File: src/rtl/uart_tx_serializer_if.sv
// Byte handshake between a byte source (core/debug unit) and the UART transmitter.
// tx_data is only meaningful while tx_valid is high; tx_done pulses once per finished frame.
interface uart_tx_serializer_if #(
   parameter int DBIT = 8
);
   logic            tx_valid;
   logic [DBIT-1:0] tx_data;
   logic            tx_ready;
   logic            tx_done;

   modport master (
      output tx_valid,
      output tx_data,
      input  tx_ready,
      input  tx_done
   );

   modport slave (
      input  tx_valid,
      input  tx_data,
      output tx_ready,
      output tx_done
   );
endinterface

File: src/rtl/uart_tx_serializer.sv
// UART transmitter: start bit, DBIT data bits LSB-first, STOP_BITS stop bits, each CLKS_PER_BIT clocks.
// One byte per valid/ready handshake; ready stays low for the whole frame and returns with tx_done.
module uart_tx_serializer #(
   parameter int DBIT         = 8,
   parameter int CLKS_PER_BIT = 5208,
   parameter int STOP_BITS    = 1
) (
   input  logic                 clk,
   input  logic                 reset,
   uart_tx_serializer_if.slave  bus,
   output logic                 tx
);

   localparam int CW = (CLKS_PER_BIT > 1) ? $clog2(CLKS_PER_BIT) : 1;
   localparam int IW = (DBIT > 1) ? $clog2(DBIT) : 1;

   localparam logic [CW-1:0] CNT_LAST  = CW'(CLKS_PER_BIT - 1);
   localparam logic [IW-1:0] IDX_LAST  = IW'(DBIT - 1);
   localparam logic [IW-1:0] STOP_LAST = IW'(STOP_BITS - 1);

   typedef enum logic [1:0] {
      IDLE  = 2'd0,
      START = 2'd1,
      DATA  = 2'd2,
      STOP  = 2'd3
   } state_t;

   state_t          state;
   logic [CW-1:0]   cnt;
   logic [IW-1:0]   idx;
   logic [DBIT-1:0] shreg;
   logic            ready_q;
   logic            done_q;
   logic            bit_end;

   assign bit_end      = (cnt == CNT_LAST);
   assign bus.tx_ready = ready_q;
   assign bus.tx_done  = done_q;

   // tx is loaded one edge ahead of each bit so the line itself is a plain flop output.
   always_ff @(posedge clk or negedge reset) begin
      if (!reset) begin
         state   <= IDLE;
         cnt     <= '0;
         idx     <= '0;
         shreg   <= '0;
         tx      <= 1'b1;
         ready_q <= 1'b1;
         done_q  <= 1'b0;
      end else begin
         done_q <= 1'b0;
         case (state)
            IDLE: begin
               tx      <= 1'b1;
               ready_q <= 1'b1;
               if (bus.tx_valid && ready_q) begin
                  shreg   <= bus.tx_data;
                  cnt     <= '0;
                  idx     <= '0;
                  tx      <= 1'b0;
                  ready_q <= 1'b0;
                  state   <= START;
               end
            end

            START: begin
               if (bit_end) begin
                  cnt   <= '0;
                  idx   <= '0;
                  tx    <= shreg[0];
                  state <= DATA;
               end else begin
                  cnt <= cnt + 1'b1;
               end
            end

            DATA: begin
               if (bit_end) begin
                  cnt   <= '0;
                  shreg <= shreg >> 1;
                  if (idx == IDX_LAST) begin
                     idx   <= '0;
                     tx    <= 1'b1;
                     state <= STOP;
                  end else begin
                     idx <= idx + 1'b1;
                     tx  <= shreg[1];
                  end
               end else begin
                  cnt <= cnt + 1'b1;
               end
            end

            STOP: begin
               // idx counts stop bits here so two-stop-bit frames reuse the same bit timer.
               if (bit_end) begin
                  cnt <= '0;
                  if (idx == STOP_LAST) begin
                     idx     <= '0;
                     done_q  <= 1'b1;
                     ready_q <= 1'b1;
                     state   <= IDLE;
                  end else begin
                     idx <= idx + 1'b1;
                  end
               end else begin
                  cnt <= cnt + 1'b1;
               end
            end

            default: begin
               tx      <= 1'b1;
               ready_q <= 1'b1;
               state   <= IDLE;
            end
         endcase
      end
   end

endmodule
File: src/flat_wrapper.sv
// flat-port wrapper written by rule: the top's interface ports become plain ports
module uart_tx_serializer_flat 
#(
   parameter int DBIT         = 8,
   parameter int CLKS_PER_BIT = 5208,
   parameter int STOP_BITS    = 1
)
  (clk, reset, tx, bus_tx_valid, bus_tx_data, bus_tx_ready, bus_tx_done);
  uart_tx_serializer_if #(.DBIT(DBIT)) bus_i ();
  input  logic clk;
  input  logic reset;
  output logic tx;
  input wire logic [$bits(bus_i.tx_valid)-1:0] bus_tx_valid;
  input wire logic [$bits(bus_i.tx_data)-1:0] bus_tx_data;
  output wire logic [$bits(bus_i.tx_ready)-1:0] bus_tx_ready;
  output wire logic [$bits(bus_i.tx_done)-1:0] bus_tx_done;
  assign bus_i.tx_valid = bus_tx_valid;
  assign bus_i.tx_data = bus_tx_data;
  assign bus_tx_ready = bus_i.tx_ready;
  assign bus_tx_done = bus_i.tx_done;
  uart_tx_serializer #(.DBIT(DBIT), .CLKS_PER_BIT(CLKS_PER_BIT), .STOP_BITS(STOP_BITS)) u_core (.clk(clk), .reset(reset), .bus(bus_i), .tx(tx));
endmodule
File: config.mk
export PLATFORM = sky130hd
export DESIGN_NAME = uart_tx_serializer_flat
export DESIGN_NICKNAME = d
export VERILOG_FILES = /design/src/rtl/uart_tx_serializer_if.sv /design/src/rtl/uart_tx_serializer.sv /design/src/flat_wrapper.sv
export SDC_FILE = /design/constraint.sdc
export NUM_CORES = 1
export LEC_CHECK = 0
export BUFFER_PORTS_ARGS = -buffer_cell sky130_fd_sc_hd__clkbuf_2
export CAP_MARGIN = 40
export CORE_UTILIZATION = 53
export CTS_BUF_LIST = sky130_fd_sc_hd__clkbuf_16
export DETAILED_ROUTE_END_ITERATION = 8
export PLACE_DENSITY = 0.75
export SYNTH_ARGS = -nofsm -noshare
export SYNTH_HDL_FRONTEND = slang
export SYNTH_SLANG_ARGS = --single-unit
File: constraint.sdc
create_clock -name clk -period 2 [get_ports clk]
set_input_delay 0.2 -clock clk [delete_from_list [all_inputs] [get_ports clk]]
set_output_delay 0.2 -clock clk [all_outputs]
set_load 0.03 [all_outputs]
==> results of run 1 <==
## cell usage after synthesis (3+ instances only)
library cell / number / area share, %
o21ai_0: 10 / 3.0
nor2_1: 7 / 1.6
nor3_1: 3 / 0.89
clkbuf_1: 5 / 1.1
nand2_1: 15 / 3.3
ha_1: 9 / 6.7
nand3_1: 3 / 0.89
a21oi_1: 5 / 1.5
nor2b_1: 3 / 1.1
mux2_2: 19 / 13
nand2b_1: 3 / 1.1
dfrtp_1: 27 / 40
nand4_1: 4 / 1.5
nor4_1: 3 / 1.1
inv_1: 7 / 1.6
a31oi_1: 9 / 3.3
## worst register-to-register path, delay by kind of cell, from the launching register on
family | cells | cell delay (ns)
compound gates | 1 | 0.28
fa+ha+maj | 1 | 0.23
flops | 1 | 0.42
mux | 1 | 0.37
simple gates | 2 | 0.47
## final cells by class
| type | instances | share of cell area (%) |
|---|---|---|
| Sequential cell | 29 | 36.8 |
| Clock inverter | 3 | 0.569 |
| Inverter | 7 | 1.33 |
| Multi-Input combinational cell | 120 | 45.8 |
| Clock buffer | 5 | 6.32 |
| Timing Repair Buffer | 21 | 6.45 |
| Tap cell | 44 | 2.78 |
## state kept, by name, indices dropped and copies added (netlist names)
signal,count
u_core.state,2
u_core.tx,1
u_core.bus.tx_done,1
u_core.idx,3
u_core.bus.tx_ready,1
u_core.shreg,8
u_core.cnt,13
## per-layer routing
layer	share of wire (%)	vias to the layer above	GRT usage, %	wire (um)
met3	4.3	13	8.57	147
met4	3.4	0	13.3	116
li1	-	648	-	-
met2	51	40	37.4	1760
met5	0	-	0	0
met1	41	645	28.8	1410
## logic make-up (layout without fill, tap and decap cells)
logic type	after synthesis	after routing	share of synthesized area, %
simple gates	50	50	16.4
compound gates	40	40	16.5
mux	20	20	13.3
fa+ha+maj	9	9	6.69
buf+inv	14	36	3.27
flops	29	29	43.3
xor+xnor	1	1	0.521
## worst max path at each step
stage | slack, ns | from | endpoint | cells after the start
finish | 0.11 | u_core.cnt[0] | u_core.shreg[0] | 5
global route | 0.02 | u_core.cnt[0] | u_core.shreg[1] | 5
CTS | 0.04 | u_core.cnt[0] | u_core.shreg[0] | 5
detailed placement | 0.07 | u_core.cnt[0] | u_core.shreg[4] | 5
global placement | 0.1 | u_core.cnt[1] | u_core.shreg[4] | 5
floorplan | 0.12 | u_core.state[0] | u_core.shreg[0] | 6
## power by group through the flow
stage	Clock, mW	Sequential (mW)	Combinational, mW
finish	0.686	0.599	0.0364
global route	0.730	0.600	0.0420
CTS	0.703	0.599	0.0381
detailed placement	0	0.608	0.0363
global placement	0	0.608	0.0343
floorplan	0	0.607	0.0133
## timing repair
action	in CTS	in global routing
endpoints found under the setup margin	0	10
gates resized for setup	0	3
hold endpoints to repair	17	0
buffers inserted	0	0
hold buffers	1	0
## per-stage QoR
| step | std cells | hold slack [ns] | total power [mW] | setup slack, ns |
|---|---|---|---|---|
| final | 229 | 0.291 | 1.32 | 0.110 |
| after detailed placement | 220 | 0.287 | 0.645 | 0.0651 |
| after global placement | 220 | 0.282 | 0.642 | 0.0979 |
| after floorplan | 163 | -0.0956 | 0.620 | 0.119 |
| after CTS | 229 | 0.285 | 1.34 | 0.0405 |
| after global routing | 229 | 0.299 | 1.37 | 0.0151 |
==> flow_summary.json, run 1 <==
{
  "multi_input_comb_area_um2": 906,
  "hold_viol_final": 0,
  "drtPass1Iterations": 5,
  "hp-start": "bus_tx_data[5]",
  "initial_core_util_pct": 55.6,
  "relSlewSlack_pct": 52.7,
  "drt-initial-drc-count": 64,
  "synth_warnings": 0,
  "leakagePower_nw": 0.880,
  "seq_area_um2": 728,
  "cts.sinks": 29,
  "port_buffers": 13,
  "grt_pass1_vias": 1325,
  "cts_root_buf": "clkbuf_16",
  "final_nets": 204,
  "rows": 20,
  "power.density_nw_per_um2": 668,
  "dieArea_um2": 3400,
  "cpPeakStageDelay_ns": 0.42,
  "final_common_cell": "dfrtp_1",
  "drive_gt1_share_pct": 29.7,
  "io_pins": 14,
  "p_int_mw": 1.06,
  "power.switching_mw": 0.262,
  "setup_viol": 0,
  "ys_ff_latch": 29,
  "area_delta_synth_final_pct": 17.6,
  "syn_nets": 183,
  "regToRegSetupSlack_ns": 0.11,
  "worst_hold_path.endpoint": "u_core.shreg[5]",
  "placed_cell_area_um2": 1830,
  "fin_crit_ns": 1.89,
  "numCtsBuffers": 5,
  "clockBufferDepth": 2,
  "grtUsageTotal_pct": 23.9,
  "max_cap_violations": 0,
  "crit_family": "simple AND/OR/NAND/NOR gates",
  "grt_pass1_wl_um": 5910,
  "path_cells": "ha_2 > and4_2 > nand4_1 > a21oi_4 > mux2_2",
  "die_h_um": 58.4,
  "sw_frac_of_total_pct": 19.9,
  "syn_avg_cell_area_um2": 10.3,
  "clock_skew_ns": 0.00599,
  "drv_slew": 0,
  "cp_num_buf_inv": 0,
  "hpwl_um": 2490,
  "pwr-share-clk_pct": 51.9,
  "hold_depth": 3,
  "htree_levels": 2,
  "cp-start-kind": "flop",
  "worstSetupPathType": "reg -> reg",
  "synth_edf_count": 0,
  "grt-ovfl-total": 0,
  "regToRegStartpoint": "u_core.cnt[0]",
  "clk_latency_ns": 0.28,
  "cp_slowest_cell": "dfrtp_1",
  "end_kind": "flop",
  "grt_start_max_net_pins": 30,
  "synthFlopType": "dfrtp_1",
  "seq_power_share_pct": 45.3,
  "r2r_cells": 5,
  "cts_tree": "done",
  "clk_pin_slew_ns": 0.05,
  "post-route-period-util_pct": 94.5,
  "vias": 1346,
  "gp_congestion": 0.866,
  "worst_pin_slew_ns": 0.710,
  "drc": 0,
  "antenna_found_initial": 0,
  "combPwrFrac_pct": 2.8,
  "design_area_um2": 1980,
  "hold_class": "in -> reg",
  "avgRoutedWirePerCell_um": 15.0,
  "diodes": 0,
  "utilization_pct": 65.4,
  "die_w_um": 58.4,
  "fmax_mhz": 529,
  "ant_nets": 0,
  "via_per_inst": 5.88,
  "rsz0062_at_grt": "no",
  "drt-total-wl_um": 3440,
  "filler_cell_count": 228,
  "async_flop_share_pct": 100,
  "final_cell_mix": "27 x dfrtp_1, 19 x mux2_2, 15 x nand2_1",
  "worstPathRequired_ns": 2.15,
  "yosysSeqAreaShare_pct": 43.3,
  "yosysUniqueCellTypes": 40,
  "cp_max_fo": 7,
  "status": "completed",
  "critPathArrivalTime_ns": 2.04,
  "coreArea_um2": 3030,
  "synth.cell_area_um2": 1680,
  "synthCells": 163,
  "setup_tns_ns": 0,
  "worst_r2r_endpoint": "u_core.shreg[0]",
  "ir_worst_vdd_mv": 0.645
}
Note: power is estimated with default switching activity, not from simulation.
==> inputs of run 2 (changes only) <==
--- a/config.mk
+++ b/config.mk
@@ -7,10 +7,11 @@
 export LEC_CHECK = 0
 export BUFFER_PORTS_ARGS = -buffer_cell sky130_fd_sc_hd__clkbuf_2
 export CAP_MARGIN = 40
+export CORE_ASPECT_RATIO = 1.2
 export CORE_UTILIZATION = 53
 export CTS_BUF_LIST = sky130_fd_sc_hd__clkbuf_16
 export DETAILED_ROUTE_END_ITERATION = 8
-export PLACE_DENSITY = 0.75
+export PLACE_DENSITY_LB_ADDON = 0.25
 export SYNTH_ARGS = -nofsm -noshare
 export SYNTH_HDL_FRONTEND = slang
 export SYNTH_SLANG_ARGS = --single-unit
==> flow_summary.json, run 2 (synthesis results as in run 1) <==
{
  "combPwrFrac_pct": 2.6,
  "drc": 0,
  "cts.sinks": 29,
  "utilization_pct": 64.3,
  "hpwl_um": 2420,
  "cp_num_buf_inv": 0,
  "drt-total-wl_um": 3320,
  "fmax_mhz": 537,
  "crit_family": "simple AND/OR/NAND/NOR gates",
  "gp_congestion": 0.842,
  "seq_power_share_pct": 46.1,
  "leakagePower_nw": 0.876,
  "worst_pin_slew_ns": 0.700,
  "grt_start_max_net_pins": 30,
  "drv_slew": 0,
  "drtPass1Iterations": 4,
  "post_cts_resized": 0,
  "cp_max_fo": 7,
  "antenna_found_initial": 0,
  "critPathArrivalTime_ns": 2.01,
  "cp_slowest_cell": "dfrtp_1",
  "numCtsBuffers": 5,
  "clock_skew_ns": 0.00737,
  "initial_core_util_pct": 55.1,
  "drt-initial-drc-count": 38,
  "io_pins": 14,
  "grt_pass1_vias": 1321,
  "rsz0062_at_grt": "no",
  "regMostFlops": "u_core.cnt",
  "drive_gt1_share_pct": 30.4,
  "fin_crit_ns": 1.86,
  "r2r_cells": 5,
  "status": "finished, violations left",
  "hold_class": "in -> async",
  "avgRoutedWirePerCell_um": 15.1,
  "relSlewSlack_pct": 53.4,
  "p_int_mw": 1.05,
  "grtUsageTotal_pct": 23.6,
  "clk_latency_ns": 0.27,
  "grt-ovfl-total": 0,
  "end_kind": "flop",
  "dieArea_um2": 3410,
  "coreArea_um2": 3060,
  "die_w_um": 53.4,
  "violations": "negative hold slack",
  "cpPeakStageDelay_ns": 0.42,
  "setup_tns_ns": 0,
  "clockBufferDepth": 2,
  "post_cts_buffers": 0,
  "worstSetupPathType": "reg -> reg",
  "setup_viol": 0,
  "htree_levels": 2,
  "ant_nets": 0,
  "final_common_cell": "dfrtp_1",
  "max_cap_violations": 0,
  "area_delta_synth_final_pct": 16.7,
  "reg_top3": "u_core.cnt x13, u_core.shreg x8, u_core.idx x3",
  "via_per_inst": 5.97,
  "filler_cell_count": 237,
  "hold_viol_final": 27,
  "largest_reg_flops": 13,
  "vias": 1313,
  "diodes": 0,
  "ctsHoldBuffers": 0,
  "cp-start-kind": "flop",
  "power.density_nw_per_um2": 663,
  "rows": 22,
  "final_cell_mix": "27 x dfrtp_1, 19 x mux2_2, 15 x nand2_1",
  "post-route-period-util_pct": 93.1,
  "final_nets": 204,
  "path_cells": "ha_2 > and4_2 > nand4_1 > a21oi_4 > mux2_2",
  "cts_root_buf": "clkbuf_16",
  "regToRegSetupSlack_ns": 0.14,
  "pwr-share-clk_pct": 51.3,
  "worst_r2r_endpoint": "u_core.shreg[2]",
  "grt_pass1_wl_um": 5820,
  "cts_tree": "done",
  "regToRegStartpoint": "u_core.cnt[0]",
  "holdWs_ns": -0.0342,
  "power.switching_mw": 0.247,
  "clk_pin_slew_ns": 0.05,
  "port_buffers": 13,
  "sw_frac_of_total_pct": 19.0,
  "ir_worst_vdd_mv": 0.677,
  "die_h_um": 63.7,
  "worstPathRequired_ns": 2.15
}
## run 2: final cells by class
class / instances / area [um2] / area share (%)
flip-flops and latches: 29 / 728 / 37.1
inverters: 7 / 26.3 / 1.34
clock inverters: 2 / 7.51 / 0.382
multi-input cells: 120 / 906 / 46.1
well taps: 36 / 45.0 / 2.29
clock buffers: 5 / 125 / 6.37
repair buffers: 21 / 125 / 6.37
## run 2: power by group through the flow
stage / clock network (mW) / logic, mW / registers, mW
after CTS: 0.678 / 0.0356 / 0.600
after detailed placement: 0 / 0.0357 / 0.609
after floorplan: 0 / 0.0133 / 0.607
final: 0.668 / 0.0342 / 0.600
after global routing: 0.703 / 0.0405 / 0.600
after global placement: 0 / 0.0345 / 0.608
## run 2: worst max path at each step
| stage | from | to | slack [ns] | depth (start not counted) |
|---|---|---|---|---|
| CTS | u_core.cnt[0] | u_core.shreg[2] | 0.08 | 5 |
| floorplan | u_core.state[0] | u_core.shreg[0] | 0.12 | 6 |
| global route | u_core.cnt[0] | u_core.shreg[5] | 0.02 | 5 |
| detailed placement | u_core.cnt[0] | u_core.shreg[2] | 0.09 | 5 |
| finish | u_core.cnt[0] | u_core.shreg[2] | 0.14 | 5 |
| global placement | u_core.cnt[1] | u_core.shreg[4] | 0.15 | 5 |
## run 2: stage by stage
stage / std cells / worst slack (ns) / instance area [um2] / hold slack, ns / total power [mW]
2_1_floorplan: 163 / 0.119 / 1680 / -0.0956 / 0.620
3_3_place_gp: 213 / 0.146 / 1820 / 0.284 / 0.642
3_5_place_dp: 213 / 0.0881 / 1820 / 0.291 / 0.644
4_1_cts: 220 / 0.0786 / 1960 / 0.0000673 / 1.31
5_1_grt: 220 / 0.0203 / 1960 / 0.0492 / 1.34
6_report: 220 / 0.138 / 1960 / -0.0342 / 1.30
## run 2: routing by layer
layer	vias to the layer above	global-route usage (%)	part of all wire, %
li1	645	-	-
met1	630	27.1	41
met2	30	40.0	53
met3	8	6.04	3.8
met4	0	9.87	2.1
met5	-	0	0
